[src/rtl/control_sequencer.sv]
// Microcode sequencer for the 8-bit bus CPU: steps each instruction through
// T-states and decodes the control word from step, opcode, flags and halt.
module control_sequencer #(
    parameter int unsigned STEPS     = 5,
    parameter bit          EARLY_END = 1'b1
) (
    input  logic        i_CLOCK,
    input  logic        i_CLEAR_n,
    input  logic [3:0]  i_OPCODE,
    input  logic        i_CARRY,
    input  logic        i_ZERO,
    output logic [15:0] o_CONTROL,
    output logic [2:0]  o_STEP,
    output logic        o_HALT
);

    localparam int unsigned SW = $clog2(STEPS);

    localparam int unsigned B_HLT = 15;
    localparam int unsigned B_MI  = 14;
    localparam int unsigned B_RI  = 13;
    localparam int unsigned B_RO  = 12;
    localparam int unsigned B_IO  = 11;
    localparam int unsigned B_II  = 10;
    localparam int unsigned B_AI  = 9;
    localparam int unsigned B_AO  = 8;
    localparam int unsigned B_EO  = 7;
    localparam int unsigned B_SU  = 6;
    localparam int unsigned B_BI  = 5;
    localparam int unsigned B_OI  = 4;
    localparam int unsigned B_CE  = 3;
    localparam int unsigned B_CO  = 2;
    localparam int unsigned B_J   = 1;
    localparam int unsigned B_FI  = 0;

    localparam logic [15:0] IDLE_WORD = 16'h7FB7;

    localparam logic [SW-1:0] STEP_T0   = '0;
    localparam logic [SW-1:0] STEP_T1   = SW'(1);
    localparam logic [SW-1:0] STEP_T2   = SW'(2);
    localparam logic [SW-1:0] STEP_T3   = SW'(3);
    localparam logic [SW-1:0] STEP_T4   = SW'(4);
    localparam logic [SW-1:0] STEP_LAST = SW'(STEPS - 1);

    typedef enum logic [3:0] {
        OP_NOP = 4'h0,
        OP_LDA = 4'h1,
        OP_ADD = 4'h2,
        OP_SUB = 4'h3,
        OP_STA = 4'h4,
        OP_LDI = 4'h5,
        OP_JMP = 4'h6,
        OP_JC  = 4'h7,
        OP_JZ  = 4'h8,
        OP_OUT = 4'hE,
        OP_HLT = 4'hF
    } opcode_e;

    opcode_e        op;
    logic [SW-1:0]  step_q, step_d;
    logic           halt_q, halt_d;
    logic [SW-1:0]  last_step;
    logic           halt_set;
    logic [15:0]    ctrl;

    assign op = opcode_e'(i_OPCODE);

    always_ff @(posedge i_CLOCK or negedge i_CLEAR_n) begin
        if (!i_CLEAR_n) begin
            step_q <= '0;
            halt_q <= 1'b0;
        end else begin
            step_q <= step_d;
            halt_q <= halt_d;
        end
    end

    always_comb begin
        last_step = STEP_T2;
        case (op)
            OP_ADD, OP_SUB: last_step = STEP_T4;
            OP_LDA, OP_STA: last_step = STEP_T3;
            default:        last_step = STEP_T2;
        endcase

        halt_set = !halt_q && (step_q == STEP_T2) && (op == OP_HLT);
        halt_d   = halt_q | halt_set;

        // Halt parks the counter at T3 regardless of EARLY_END so the display is stable.
        if (halt_q || halt_set) begin
            step_d = STEP_T3;
        end else if (step_q == STEP_LAST) begin
            step_d = '0;
        end else if (EARLY_END && (step_q == last_step)) begin
            step_d = '0;
        end else begin
            step_d = step_q + SW'(1);
        end
    end

    always_comb begin
        ctrl = IDLE_WORD;
        if (halt_q) begin
            ctrl[B_HLT] = 1'b1;
        end else begin
            case (step_q)
                STEP_T0: begin
                    ctrl[B_CO] = 1'b0;
                    ctrl[B_MI] = 1'b0;
                end
                STEP_T1: begin
                    ctrl[B_RO] = 1'b0;
                    ctrl[B_II] = 1'b0;
                    ctrl[B_CE] = 1'b1;
                end
                STEP_T2: begin
                    case (op)
                        OP_LDA, OP_ADD, OP_SUB, OP_STA: begin
                            ctrl[B_IO] = 1'b0;
                            ctrl[B_MI] = 1'b0;
                        end
                        OP_LDI: begin
                            ctrl[B_IO] = 1'b0;
                            ctrl[B_AI] = 1'b0;
                        end
                        OP_JMP: begin
                            ctrl[B_IO] = 1'b0;
                            ctrl[B_J]  = 1'b0;
                        end
                        OP_JC: begin
                            ctrl[B_IO] = !i_CARRY;
                            ctrl[B_J]  = !i_CARRY;
                        end
                        OP_JZ: begin
                            ctrl[B_IO] = !i_ZERO;
                            ctrl[B_J]  = !i_ZERO;
                        end
                        OP_OUT: begin
                            ctrl[B_AO] = 1'b0;
                            ctrl[B_OI] = 1'b0;
                        end
                        default: ;
                    endcase
                end
                STEP_T3: begin
                    case (op)
                        OP_LDA: begin
                            ctrl[B_RO] = 1'b0;
                            ctrl[B_AI] = 1'b0;
                        end
                        OP_ADD, OP_SUB: begin
                            ctrl[B_RO] = 1'b0;
                            ctrl[B_BI] = 1'b0;
                        end
                        OP_STA: begin
                            ctrl[B_AO] = 1'b0;
                            ctrl[B_RI] = 1'b0;
                        end
                        default: ;
                    endcase
                end
                STEP_T4: begin
                    if (op == OP_ADD || op == OP_SUB) begin
                        ctrl[B_EO] = 1'b0;
                        ctrl[B_AI] = 1'b0;
                        ctrl[B_FI] = 1'b0;
                        ctrl[B_SU] = (op == OP_SUB);
                    end
                end
                default: ;
            endcase
        end
    end

    assign o_CONTROL = ctrl;
    assign o_STEP    = step_q[2:0];
    assign o_HALT    = halt_q;

endmodule

[config.mk]
export PLATFORM = sky130hd
export DESIGN_NAME = control_sequencer
export DESIGN_NICKNAME = d
export VERILOG_FILES = /design/src/rtl/control_sequencer.sv
export SDC_FILE = /design/constraint.sdc
export NUM_CORES = 1
export LEC_CHECK = 0
export CORE_UTILIZATION = 38
export DETAILED_ROUTE_END_ITERATION = 10
export PLACE_DENSITY = 0.78
export SETUP_SLACK_MARGIN = 0.4
export SYNTH_ARGS = -nofsm -noshare
export SYNTH_HDL_FRONTEND = slang
export SYNTH_SLANG_ARGS = --single-unit
[constraint.sdc]
create_clock -name i_CLOCK -period 2 [get_ports i_CLOCK]
set_input_delay 0.2 -clock i_CLOCK [delete_from_list [all_inputs] [get_ports i_CLOCK]]
set_output_delay 0.2 -clock i_CLOCK [all_outputs]
set_load 0.02 [all_outputs]
# Yosys cells after proc, flatten, opt, wreduce, memory -nomap -nowiden
# Cells that the tools add are included.
# W data, S select, Z words.
dict set report totals {
  ff_bits 4
  in_bits 8
}
dict set report op_classes {
  n_addsub 1
  bitwise_logic 1
  reduce_logical 13
  n_mux 31
  eq_ne 15
}
# op count
set ops {}
lappend ops {{$mux W1} 18}
lappend ops {{$eq A4 B3 Y1 const B} 4}
lappend ops {{$mux W15} 1}
lappend ops {{$eq A4 B4 Y1 const B} 3}
lappend ops {{$mux W3} 3}
lappend ops {{$pmux W1 S3} 3}
lappend ops {{$eq A4 B2 Y1 const B} 2}
lappend ops {{$eq A3 B2 Y1 const B} 2}
lappend ops {{$pmux W1 S2} 3}
lappend ops {{$pmux W3 S2} 1}
lappend ops {{$reduce_or A6 Y1} 1}
lappend ops {{$eq A4 B1 Y1 const B} 1}
lappend ops {{$mux W2} 2}
lappend ops {{$reduce_or A2 Y1} 2}
lappend ops {{$reduce_or A4 Y1} 1}
lappend ops {{$add A3 B1 Y3 const B} 1}
lappend ops {{$eq A3 B1 Y1 const B} 1}
lappend ops {{$eq A3 B3 Y1} 1}
lappend ops {{$eq A3 B3 Y1 const B} 1}
lappend ops {{$logic_not A1 Y1} 3}
lappend ops {{$logic_not A3 Y1} 1}
lappend ops {{$reduce_or A3 Y1} 1}
lappend ops {{$logic_and A1 B1 Y1} 2}
lappend ops {{$logic_or A1 B1 Y1} 2}
lappend ops {{$or A1 B1 Y1} 1}

# Longest topological paths before layout
dict set report depth {
  word_depth 7
  mapped_depth 6
  mapped_depth_nobuf 6
}

# Least setup slack after synthesis
# Ideal clock, no wire load.
dict set report synth_path {
  path_type {register to output}
  from {register step_q[2] (netlist: o_STEP[2])}
  to {output o_CONTROL[12]}
  path_stages_with_launch 6
  n_path_buf 1
  arrival_time_ns 1.563
  setup_slack_ns 0.237
  cell_sequence {dfrtp_1 > clkbuf_1 > inv_1 > ha_1 > nor2b_1 > o22ai_1}
}
dict set report synth_via {
  elab_chain_len 3
  elab_cells_between_ends 4
  classes_between {eq/ne (2); mux (2)}
}
# item line_no
set synth_lines {}
lappend synth_lines {{start: declaration} 60} ;# logic [SW-1:0] step_q, step_d;
lappend synth_lines {{start signal: assignment} 73} ;# step_q <= step_d;
lappend synth_lines {{$eq A3 B2 Y1 or $eq A3 B1 Y1 (tied branches)} 106} ;# case (step_q)
lappend synth_lines {{$pmux W1 S2 (*)} 106}
lappend synth_lines {{$mux W15 (*)} 103} ;# if (halt_q) begin
lappend synth_lines {{end: declaration} 12} ;# output logic [15:0] o_CONTROL,
# Every way passes the cells marked *; elsewhere a longest branch is shown, timed or not.

# Worst setup path in the final report
dict set report layout_path {
  from {input i_OPCODE[0]}
  to {output o_CONTROL[12]}
}
dict set report layout_via {
  elab_chain_len 5
  elab_cells_between_ends 7
  classes_between {eq/ne (3); mux (3); reduce/logical (1)}
}
# item line_no
set layout_lines {}
lappend layout_lines {{start: declaration} 9} ;# input logic [3:0] i_OPCODE,
lappend layout_lines {{$eq A4 B2 Y1 or $eq A4 B1 Y1 (tied branches)} 146} ;# case (op)
lappend layout_lines {{$reduce_or A3 Y1 (no source line) (*)} -}
lappend layout_lines {{$mux W1 (*)} 146}
lappend layout_lines {{$pmux W1 S2 (*)} 106}
lappend layout_lines {{$mux W15 (*)} 103}
# Marks and branches as above.

==> flow_summary.ini <==
[clock_network]
cts_root_buf = clkbuf_4
insertion_delay_ns = 0.24
cts_hold_buf = 0
ctsHtreeMaxLevel = 1
cts_tree = yes
cts_sinks = 4
clk_pin_slew_worst_paths_ns = 0.05
clk_path_buf_depth = 2
cts_buffers = 3

[drt]
routedWlPerCell_um = 20.59
vias = 883
viasPerCell = 6.007
drc_errors = 0
drt-initial-drc-count = 48
postRouteAntennaNets = 0
wl_um = 3027
first_pass_iters = 4

[critical_path]
arrival_ns = 1.67
required_ns = 1.80
critPathBufInv = 5
r2r_setup_slack_ns = 0.35
critPathKind = input port to primary output
cp_top_family = buffers and inverters
crit_fanout = 6
worst_setup_path_end_kind = primary output
critPathSlowestCell = o41ai_1
max_stage_delay_ns = 0.48
start_kind = input port
path_cells = clkdlybuf4s15_1 -> inv_1 -> o41ai_1 -> buf_4 -> buf_4 -> o22ai_2 -> buf_6
path_common_cell = buf_4

[global_route]
grt_pass1_vias = 775
grt_pass1_wl_um = 3636
grtUsageTotal_pct = 34.89
antenna_found_initial = 0
overflow = 0
grt_max_degree = 9

[die]
fp.coreArea_um2 = 1318
die_h_um = 39.76
ios = 28
start_util_pct = 41.12
fp.dieW_um = 39.76
row_count = 13
dieArea_um2 = 1581

[yosys]
synth_seq_cells = 4
yosys.area.top_type = dfrtp_1
synth_edf_count = 0
syn_inst = 75
ys_top_cells_by_area = dfrtp_1 (18%), ha_1 (12%), nand2_1 (9.0%)
synth-seq-area-share_pct = 18.48
yosys.cell_types.count = 34
synth_warnings = 0
yosysMostFrequentCell = nand2_1
yosysTopAreaCellShare_pct = 18.48
synth_common_cells = nand2_1 (13), inv_1 (8), ha_1 (5), nor2_1 (5), dfrtp_1 (4)
syn_area_um2 = 541.8
synthArstFlopShare_pct = 100.0
syn_area_per_cell_um2 = 7.224
syn_nets = 88
synth_ff_type = dfrtp_1

[timing]
slew_headroom_pct = 72.15
clock_skew_ns = 0.01056
setup_viol = 0
final_max_slew_viol_count = 0
rsz0062_at_grt = yes
fin_crit_sh_pct = 93.63
max_freq_mhz = 534.0
period_minus_slack_ns = 1.873
finalHoldViolations = 0
worst_pin_slew_ns = 0.4123
tns_ns = 0

[finish]
area_growth_pct = 119.9
final_util_pct = 90.41
regArea_um2 = 103.9
final_cell_area_um2 = 1191
multi_input_area_um2 = 505.5
drive_above_1_share_pct = 57.58
num_antenna_cells = 0
num-fill-cells = 50
fin_nets = 147
stdcell_count = 147

[pwr]
vdd_drop_max_v = 0.0003873
finalPower_uw = 260.5
leakagePower_nw = 0.5507
power.density_nw_per_um2 = 218.7

[placement]
place_area_um2 = 979.7
place_congestion = 0.8544
port_buffers = 27
dp_cells = 133
place_hpwl_um = 1452

[status]
outcome = complete, no violations

[job]
cap_violations = 0

[min_path]
min_path_type = input port to async pin
==> metrics by stage <==
stage	hold WS [ns]	worst slack, ns
finish	0.1758	0.1273
global route	0.1697	-0.05138
CTS	0.1713	0.2360
detailed placement	0.4108	-0.2842
global placement	0.4053	-0.3059
floorplan	-0.09559	0.3702
==> state kept, by name, summed over array words and instances, names as in the netlist <==
| signal | cells |
|---|---|
| o_STEP | 3 |
| o_HALT | 1 |
==> report_power, final <==
group          switching [mW]  internal [mW]
combinational          0.0366         0.0383
clock                  0.0369         0.0674
sequential                  0         0.0812
==> final timing paths <==
path                            endpoint         from  cells past startpoint
max in group asynchronous      o_STEP[2]    i_CLEAR_n                      1
min                               o_HALT    i_CLEAR_n                      1
max                        o_CONTROL[12]  i_OPCODE[0]                      7
max reg2reg                    o_STEP[2]    o_STEP[1]                      7
min reg2reg                    o_STEP[1]    o_STEP[2]                      3
min in group i_CLOCK           o_STEP[1]    o_STEP[2]                      3
==> worst register-to-register path, delay by kind of cell (launching register included) <==
kind	cells	cell delay (ns)
flops	1	0.45
buf+inv	3	0.42
simple gates	2	0.25
compound gates	1	0.23
fa+ha+maj	1	0.21
==> placed cells by master, fill, tap and decap left out, types with 2 or more instances in the layout <==
cell type / instances
buf_4: 35
nand2_1: 11
buf_6: 9
inv_1: 5
clkdlybuf4s50_1: 5
ha_4: 4
clkbuf_4: 3
dlygate4sd2_1: 3
dfrtp_2: 3
buf_2: 3
dlymetal6s2s_1: 3
inv_2: 2
nand3_1: 2
o21ai_1: 2
nor3_1: 2
a21o_1: 2
nor2_1: 2
nor2_2: 2
nand4_1: 2
==> final cells by class <==
class	count	area share, %
well taps	15	1.576
flip-flops and latches	4	8.719
multi-input cells	57	42.44
inverters	8	2.731
repair buffers	60	42.65
clock buffers	3	1.891
==> per-layer routing <==
| metal | track usage (%) | share of wire, % | up-vias |
|---|---|---|---|
| li1 | - | - | 378 |
| met5 | 0 | 0 | - |
| met3 | 4.545 | 9.3 | 14 |
| met1 | 45.30 | 39 | 415 |
| met2 | 59.84 | 49 | 76 |
| met4 | 7.759 | 2.9 | 0 |
==> cell families after synthesis <==
group	synth area share [%]
XOR/XNOR	1.617
multiplexers	2.078
AO/OA/AOI/OAI	21.02
AND/OR/NAND/NOR	33.72
flip-flops	18.48
adder cells (fa/ha/maj)	11.55
buffers and inverters	11.55
==> timing repair <==
action                                  in CTS  in global routing
hold endpoints to repair                     0                  0
endpoints found under the setup margin      18                 19
pin swaps                                    4                  6
setup buffers                                9                  2
resized for setup                           90                 26
Note: power is estimated with default switching activity, not from simulation.
